===== config.mk =====
export PLATFORM = sky130hd
export DESIGN_NAME = bram_read_arb
export DESIGN_NICKNAME = d
export VERILOG_FILES = /design/src/rtl/bram_read_arb.sv
export SDC_FILE = /design/constraint.sdc
export NUM_CORES = 1
export LEC_CHECK = 0
export ABC_CLOCK_PERIOD_IN_PS = 2000
export BUFFER_PORTS_ARGS = -buffer_cell sky130_fd_sc_hd__buf_2
export CORE_MARGIN = 5
export CORE_UTILIZATION = 26
export CTS_CLUSTER_SIZE = 25
export DETAILED_ROUTE_END_ITERATION = 10
export HOLD_SLACK_MARGIN = 0.12
export SLEW_MARGIN = 5
export SYNTH_ARGS = -nofsm -noshare
export SYNTH_HDL_FRONTEND = slang
export SYNTH_SLANG_ARGS = --single-unit

===== constraint.sdc =====
create_clock -name clk -period 2 [get_ports clk]
set_input_delay 0.2 -clock clk [delete_from_list [all_inputs] [get_ports clk]]
set_output_delay 0.2 -clock clk [all_outputs]
set_load 0.01 [all_outputs]

===== src/rtl/bram_read_arb.sv =====
// bram_read_arb: two-requester read arbiter in front of a synchronous-read
// BRAM with one cycle of read latency. Each accepted request walks
// IDLE -> RD -> CAP -> ACK, giving a fixed three-cycle grant-to-ack latency.
// Optional feature macro: RR_ARB_EN selects round-robin arbitration;
// when undefined, requester 0 has fixed priority.
module bram_read_arb #(
  parameter int DEPTH = 10,
  parameter int AW    = 4,
  parameter int DW    = 4
) (
  input  logic          clk,
  input  logic          rst,
  input  logic          req0,
  input  logic [AW-1:0] addr0,
  input  logic          req1,
  input  logic [AW-1:0] addr1,
  output logic          gnt0,
  output logic          gnt1,
  output logic          ack0,
  output logic          ack1,
  output logic [DW-1:0] rdata,
  output logic          err,
  output logic          busy,
  output logic [AW-1:0] bram_addr,
  input  logic [DW-1:0] bram_data
);

  typedef enum logic [1:0] {
    IDLE,
    RD,
    CAP,
    ACK
  } state_t;

  state_t r_state;
  logic   r_owner;   // 1 when requester 1 owns the transaction
  logic   r_bad;     // accepted address was outside 0..DEPTH-1
`ifdef RR_ARB_EN
  logic   r_ptr;     // requester that wins the next tie
`endif

  logic          w_pick1;
  logic [AW-1:0] w_addr;
  logic          w_oob;

  // Arbitration choice and range check of the winning address
  always_comb begin
    w_pick1 = 1'b0;
`ifdef RR_ARB_EN
    w_pick1 = req1 & (~req0 | r_ptr);
`else
    w_pick1 = ~req0;
`endif
    w_addr = w_pick1 ? addr1 : addr0;
    w_oob  = (32'(w_addr) >= 32'(DEPTH));
  end

  // Transaction FSM with registered pulse, data and address outputs
  always_ff @(posedge clk or posedge rst) begin
    if (rst) begin
      r_state   <= IDLE;
      r_owner   <= 1'b0;
      r_bad     <= 1'b0;
`ifdef RR_ARB_EN
      r_ptr     <= 1'b0;
`endif
      gnt0      <= 1'b0;
      gnt1      <= 1'b0;
      ack0      <= 1'b0;
      ack1      <= 1'b0;
      err       <= 1'b0;
      busy      <= 1'b0;
      rdata     <= '0;
      bram_addr <= '0;
    end else begin
      gnt0 <= 1'b0;
      gnt1 <= 1'b0;
      ack0 <= 1'b0;
      ack1 <= 1'b0;
      err  <= 1'b0;
      case (r_state)
        IDLE: begin
          if (req0 || req1) begin
            r_state <= RD;
            busy    <= 1'b1;
            r_owner <= w_pick1;
            r_bad   <= w_oob;
            gnt0    <= ~w_pick1;
            gnt1    <= w_pick1;
            // Out-of-range reads leave the BRAM address untouched
            if (!w_oob) bram_addr <= w_addr;
`ifdef RR_ARB_EN
            r_ptr   <= ~w_pick1;
`endif
          end
        end
        RD: begin
          r_state <= CAP;
        end
        CAP: begin
          r_state <= ACK;
          rdata   <= r_bad ? '0 : bram_data;
        end
        ACK: begin
          r_state <= IDLE;
          busy    <= 1'b0;
          ack0    <= ~r_owner;
          ack1    <= r_owner;
          err     <= r_bad;
        end
        default: begin
          r_state <= IDLE;
          busy    <= 1'b0;
        end
      endcase
    end
  end

endmodule


==> results.json, run 1 <==
{
  "clk_latency_ps": 290,
  "finalWirelength_um": 1730,
  "place_inst": 133,
  "drtIter0Drc": 18,
  "top_usage_layer": "met2",
  "setup_viol": 0,
  "synthDistinctLibCells": 22,
  "clk_pin_slew_worst_paths_ps": 100,
  "cts_setup_buffers": 0,
  "hpwl_um": 1320,
  "drive_gt1_share_pct": 37.4,
  "whs_ps": 171,
  "layout_setup_ws_ps": 374,
  "worstPathRequired_ps": 2190,
  "async_flop_share_pct": 100,
  "grt_use_met1_pct": 10.1,
  "slowest_stage": "dfrtp_1",
  "placement.io_buffers": 29,
  "dieArea_um2": 4320,
  "cts_buffers": 3,
  "multiInputGateArea_um2": 318,
  "vdd_drop_max_uv": 300,
  "die_h_um": 65.7,
  "synthCells": 72,
  "path_buf_inv": 1,
  "tns_ps": 0,
  "dpl_worst_slack_ps": 361,
  "drt.antenna.violating_nets": 0,
  "clock.fmax_mhz": 615,
  "post-route-period-util_pct": 81.3,
  "end_kind": "flip-flop",
  "instances_no_fill": 140,
  "arrival_ps": 1810,
  "rsz0062_at_grt": "false",
  "synth_nets": 91,
  "slew_viol_final": 0,
  "ys_ff_latch": 18,
  "hold_violations": 0,
  "min_path_type": "input pin to flip-flop",
  "cts_sinks": 18,
  "critical_path_class": "flip-flop to flip-flop",
  "nNetsFinal": 128,
  "syn-cell-area_um2": 807,
  "via_count": 632,
  "p_leak_nw": 0.538,
  "cts_max_level": 1,
  "crit_family": "compound AO/OA/AOI/OAI gates",
  "via_per_inst": 4.51,
  "die_x_um": 65.7,
  "critPathMaxFanout": 6,
  "drv_cap": 0,
  "syn_avg_cell_area_um2": 11.2,
  "grtUsageMet2_pct": 13.9,
  "max-clock-path-buffers": 2,
  "synth_ff_type": "dfrtp_1",
  "synth.most_common_cell": "dfrtp_1",
  "cts_root_buf": "clkbuf_4",
  "overflow": 0,
  "cts_resized": 0,
  "synthTopCellsByCount": "dfrtp_1 (18), inv_1 (9), mux2_2 (6), nand2_1 (6)",
  "grt_pass1_wl_um": 2900,
  "cts_tree": "built",
  "cp_slowest_stage_delay_ps": 410,
  "cp_cell_sequence": "inv_1 > ha_1 > o21ai_2 > a211oi_4 > mux2_2",
  "clock_skew_ps": 3.76,
  "p_per_area_nw_per_um2": 1250,
  "antenna_found_initial": 0,
  "drt_pass1_iterations": 4,
  "post_drt_wl_per_cell_um": 12.3,
  "grt_pass1_vias": 673,
  "tightest_slew_ps": 680,
  "fillerInstances": 305,
  "status": "finished clean",
  "ys_seq_area_share_pct": 55.8,
  "initial_core_util_pct": 26.9,
  "synthTopCellsByArea": "dfrtp_1 (56%), mux2_2 (8.4%), ha_1 (4.7%), inv_1 (4.2%), nand2_1 (2.8%)",
  "gp_congestion": 0.747,
  "yosysWarnings": 0,
  "synth-edff-count": 0,
  "track_usage_pct": 8.75,
  "drc": 0,
  "register_area_um2": 450,
  "ioPinCount": 30,
  "row_count": 20,
  "layout_min_cycle_time_ps": 1630,
  "holdBufCountCts": 4,
  "synth_top_area_cell": "dfrtp_1",
  "max_slew_margin_pct": 54.6,
  "area_growth_pct": 30.2,
  "power_mw": 1.32,
  "antenna-diode-count": 0,
  "cp-start-kind": "flip-flop",
  "grt_max_degree": 19,
  "grt_util_met3_pct": 3.76,
  "synth_top_area_share_pct": 55.8,
  "core_um2": 3000
}
## routing by layer
layer  vias up  wire [µm]
li1        312          -
met1       287        756
met2        28        760
met3         5        178
met4         0         31
met5         -          0
## power breakdown
| part | leakage (nW) | internal (mW) | switching, mW |
|---|---|---|---|
| Clock | 0.0138 | 0.0701 | 0.105 |
| Sequential | 0.227 | 0.517 | 0.0788 |
| Combinational | 0.298 | 0.251 | 0.293 |
| Total | 0.538 | 0.839 | 0.477 |
## state kept, by name, indices dropped and copies added, names as in the netlist
| register | cells |
|---|---|
| bram_addr | 4 |
| rdata | 4 |
| r_state | 2 |
| ack0 | 1 |
| ack1 | 1 |
| busy | 1 |
| err | 1 |
| gnt0 | 1 |
| gnt1 | 1 |
| r_bad | 1 |
| r_owner | 1 |
## cell usage in the layout (no fill, tap or decap), types with 2 or more instances in the layout
cell type | synthesis | layout
a21oi_1 | 4 | 4
and2_1 | 3 | 3
buf_2 | 1 | 29
clkbuf_4 | 0 | 3
dfrtp_1 | 18 | 18
dlygate4sd3_1 | 0 | 4
ha_1 | 3 | 3
inv_1 | 9 | 9
mux2_2 | 6 | 6
nand2_1 | 6 | 6
nor2_1 | 3 | 3
nor2b_1 | 3 | 3
nor3_1 | 2 | 2
o21ai_0 | 4 | 4
## worst min-delay path, cell delays in order
cell and delay, ps:
buf_2 100, nand2_1 60, o22ai_1 70
## cell families after synthesis
| group | Yosys count | synth area share (%) |
|---|---|---|
| adders and majority gates | 3 | 4.65 |
| and+or+nand+nor | 20 | 12.9 |
| AOI/OAI and AO/OA | 15 | 13.5 |
| DFF | 18 | 55.8 |
| buffers and inverters | 10 | 4.81 |
| muxes | 6 | 8.37 |
## path summary, 6_finish.rpt
kind                         startpoint      endpoint  slack [ps]  depth (start not counted)
setup / recovery             r_state[1]  bram_addr[1]         370                          5
hold / removal             bram_data[1]      rdata[1]         170                          3
setup reg to reg             r_state[1]  bram_addr[1]         370                          5
hold reg to reg                 r_owner          ack0         450                          1
max in group asynchronous           rst          gnt0        1020                          3
min in group asynchronous           rst      rdata[3]         550                          3
## final cells by class
class                           count  area share [%]
Clock buffer                        3            2.14
Inverter                            9            3.21
Multi-Input combinational cell     44            30.2
Sequential cell                    18            42.9
Tap cell                           33            3.93
Timing Repair Buffer               33            17.6
## metrics by stage
| step | util, % | cell area, µm² |
|---|---|---|
| floorplan | - | 807 |
| global placement | 32.9 | 988 |
| detailed placement | 32.9 | 988 |
| CTS | 35.0 | 1050 |
| global route | 35.0 | 1050 |
| finish | 35.0 | 1050 |
No activity file was read; power rests on OpenSTA's default activity.
==> run 2: changes to the inputs <==
--- a/config.mk
+++ b/config.mk
@@ -5,7 +5,8 @@
 export SDC_FILE = /design/constraint.sdc
 export NUM_CORES = 1
 export LEC_CHECK = 0
-export ABC_CLOCK_PERIOD_IN_PS = 2000
+export ABC_AREA = 1
+export ABC_CLOCK_PERIOD_IN_PS = 1500
 export BUFFER_PORTS_ARGS = -buffer_cell sky130_fd_sc_hd__buf_2
 export CORE_MARGIN = 5
 export CORE_UTILIZATION = 26
==> constraint.sdc (replaced) <==
create_clock -name clk -period 1.5 [get_ports clk]
set_input_delay 0.15 -clock clk [delete_from_list [all_inputs] [get_ports clk]]
set_output_delay 0.15 -clock clk [all_outputs]
set_load 0.01 [all_outputs]
==> results.json, run 2 <==
{
  "synth_nets": 115,
  "final_common_cell": "buf_2",
  "drive_gt1_share_pct": 29.3,
  "multiInputGateArea_um2": 280,
  "overflow": 0,
  "async_flop_share_pct": 100,
  "power_frac_comb_pct": 43.0,
  "hold_path.startpoint": "req1",
  "row_count": 20,
  "placement.io_buffers": 29,
  "p_leak_nw": 0.658,
  "syn-cell-area_um2": 817,
  "slew_viol_final": 0,
  "critical_path_class": "flip-flop to flip-flop",
  "r2r_setup_slack_ps": 220,
  "clk_pin_slew_worst_paths_ps": 100,
  "p_switching_mw": 0.708,
  "nNetsFinal": 154,
  "min_to": "gnt1",
  "grt_use_met1_pct": 10.7,
  "antenna-diode-count": 0,
  "arrival_ps": 1460,
  "area_growth_pct": 34.1,
  "rsz0062_at_grt": "false",
  "via_per_inst": 3.84,
  "synth_ff_type": "dfrtp_1",
  "clock_skew_ps": 8.47,
  "synth.most_common_cell": "nand2_1",
  "grt_pass1_vias": 692,
  "r2r_end": "bram_addr[1]",
  "post_drt_wl_per_cell_um": 9.74,
  "initial_core_util_pct": 27.0,
  "core_um2": 3030,
  "drv_cap": 0,
  "gp_congestion": 0.717,
  "max-clock-path-buffers": 2,
  "cts_max_level": 1,
  "drt.antenna.violating_nets": 0,
  "ioPinCount": 30,
  "clock.fmax_mhz": 781,
  "synthCells": 96,
  "register_area_um2": 450,
  "cts_sinks": 18,
  "layout_min_cycle_time_ps": 1280,
  "antenna_found_initial": 0,
  "grt_pass1_wl_um": 2830,
  "p_clk_share_pct": 12.4,
  "drc": 0,
  "status": "finished clean",
  "synth-edff-count": 0,
  "grt_util_met3_pct": 1.53,
  "hold_violations": 0,
  "critPathMaxFanout": 8,
  "syn_avg_cell_area_um2": 8.51,
  "cp-start-kind": "flip-flop",
  "die_h_um": 66.1,
  "synthTopCellsByArea": "dfrtp_1 (55%), nand2_1 (11%), inv_1 (9.6%), nand3_1 (4.9%), ha_1 (4.6%)",
  "clk_latency_ps": 280,
  "tightest_slew_ps": 667,
  "post-route-period-util_pct": 85.3,
  "dieArea_um2": 4360,
  "die_x_um": 66.1,
  "largestRegisters": "bram_addr: 4 flops, rdata: 4 flops, r_state: 2 flops",
  "finalWirelength_um": 1720,
  "cts_buffers": 3,
  "cts_tree": "built",
  "swShare_pct": 39.0,
  "ys_seq_area_share_pct": 55.1,
  "cts_root_buf": "clkbuf_4",
  "tns_ps": 0,
  "cts_resized": 0,
  "track_usage_pct": 8.32,
  "hpwl_um": 1340,
  "vdd_drop_max_uv": 312,
  "rr_worst_depth": 7,
  "r2r_start": "r_state[0]",
  "worstPathRequired_ps": 1680,
  "end_kind": "flip-flop",
  "grt_max_degree": 19,
  "utilization_pct": 36.2,
  "synthTopCellsByCount": "nand2_1 (23), inv_1 (21), dfrtp_1 (18)",
  "min_path_type": "input pin to flip-flop",
  "yosysWarnings": 0,
  "power.share.sequential_pct": 44.6,
  "max_slew_margin_pct": 55.5,
  "synth_top_area_cell": "dfrtp_1",
  "ys_ff_latch": 18,
  "mostFrequentLayoutCells": "buf_2 (29), nand2_1 (23), inv_1 (21)",
  "p_int_mw": 1.11,
  "drt_pass1_iterations": 4,
  "drtIter0Drc": 8,
  "via_count": 680,
  "fillerInstances": 322,
  "top_usage_layer": "met2",
  "p_per_area_nw_per_um2": 1650,
  "hold_path_depth": 3,
  "setup_viol": 0,
  "synth_top_area_share_pct": 55.1,
  "grtUsageMet2_pct": 13.0,
  "synthDistinctLibCells": 13
}
## run 2: changes by cell type after synthesis, moves of 3 or more
cell,change
nand2_1,+17
inv_1,+12
nand3_1,+8
mux2_2,-6
nand2_2,+4
and2_1,-3
nor2_1,+3
nor2b_1,-3
## run 2: critical path, stage by stage (launching register included)
cell	delay (ps)
dfrtp_1	390
inv_1	100
ha_1	220
nand2_1	120
nand2_2	170
nand2_4	70
nand2_1	60
nand2_1	40
## run 2: what timing repair did
action,4_1_cts,5_1_grt
hold endpoints to repair,23,0
hold buffers,6,0
setup buffers,0,0
## run 2: logic make-up after synthesis
family	share of synthesized area, %
adders and majority gates	4.59
AOI/OAI and AO/OA	5.67
buffers and inverters	10.6
and+or+nand+nor	24.0
DFF	55.1
## run 2: worst max path at each step
stage               start           end  slack [ps]  depth (start not counted)
4_1_cts        r_state[0]  bram_addr[3]         210                          7
2_1_floorplan  r_state[0]  bram_addr[0]         350                          7
6_report       r_state[0]  bram_addr[1]         220                          7
3_3_place_gp   r_state[0]  bram_addr[0]         280                          7
3_5_place_dp   r_state[0]  bram_addr[0]         240                          7
5_1_grt        r_state[0]  bram_addr[1]          60                          7
## run 2: cell type report
class / count / share of cell area [%]
sequential: 18 / 41.1
multi-input combinational: 55 / 25.6
timing repair buffer: 35 / 18.7
clock buffer: 3 / 2.05
inverter: 22 / 7.53
tap: 44 / 5.02
## run 2: per-layer routing
layer / up-vias / routed length (µm)
li1: 362 / -
met1: 292 / 845
met5: - / 0
met4: 0 / 0
met3: 0 / 138
met2: 26 / 739
## run 2: power groups by stage
stage	clock, mW	combinational (mW)	sequential (mW)
detailed placement	0	0.782	0.821
finish	0.226	0.780	0.809
CTS	0.242	0.796	0.811
global placement	0	0.761	0.812
global route	0.260	0.884	0.842
floorplan	0	0.421	0.889
## run 2: per-stage QoR
step           setup slack [ps]  cells  instance area, µm²  hold WS [ps]  power [mW]
6_report                    220    177                1100           169        1.81
5_1_grt                    57.1    177                1100           208        1.99
4_1_cts                     212    177                1100           157        1.85
3_5_place_dp                241    168                1010           294        1.60
3_3_place_gp                282    168                1010           274        1.57
2_1_floorplan               345     96                 817          88.6        1.31
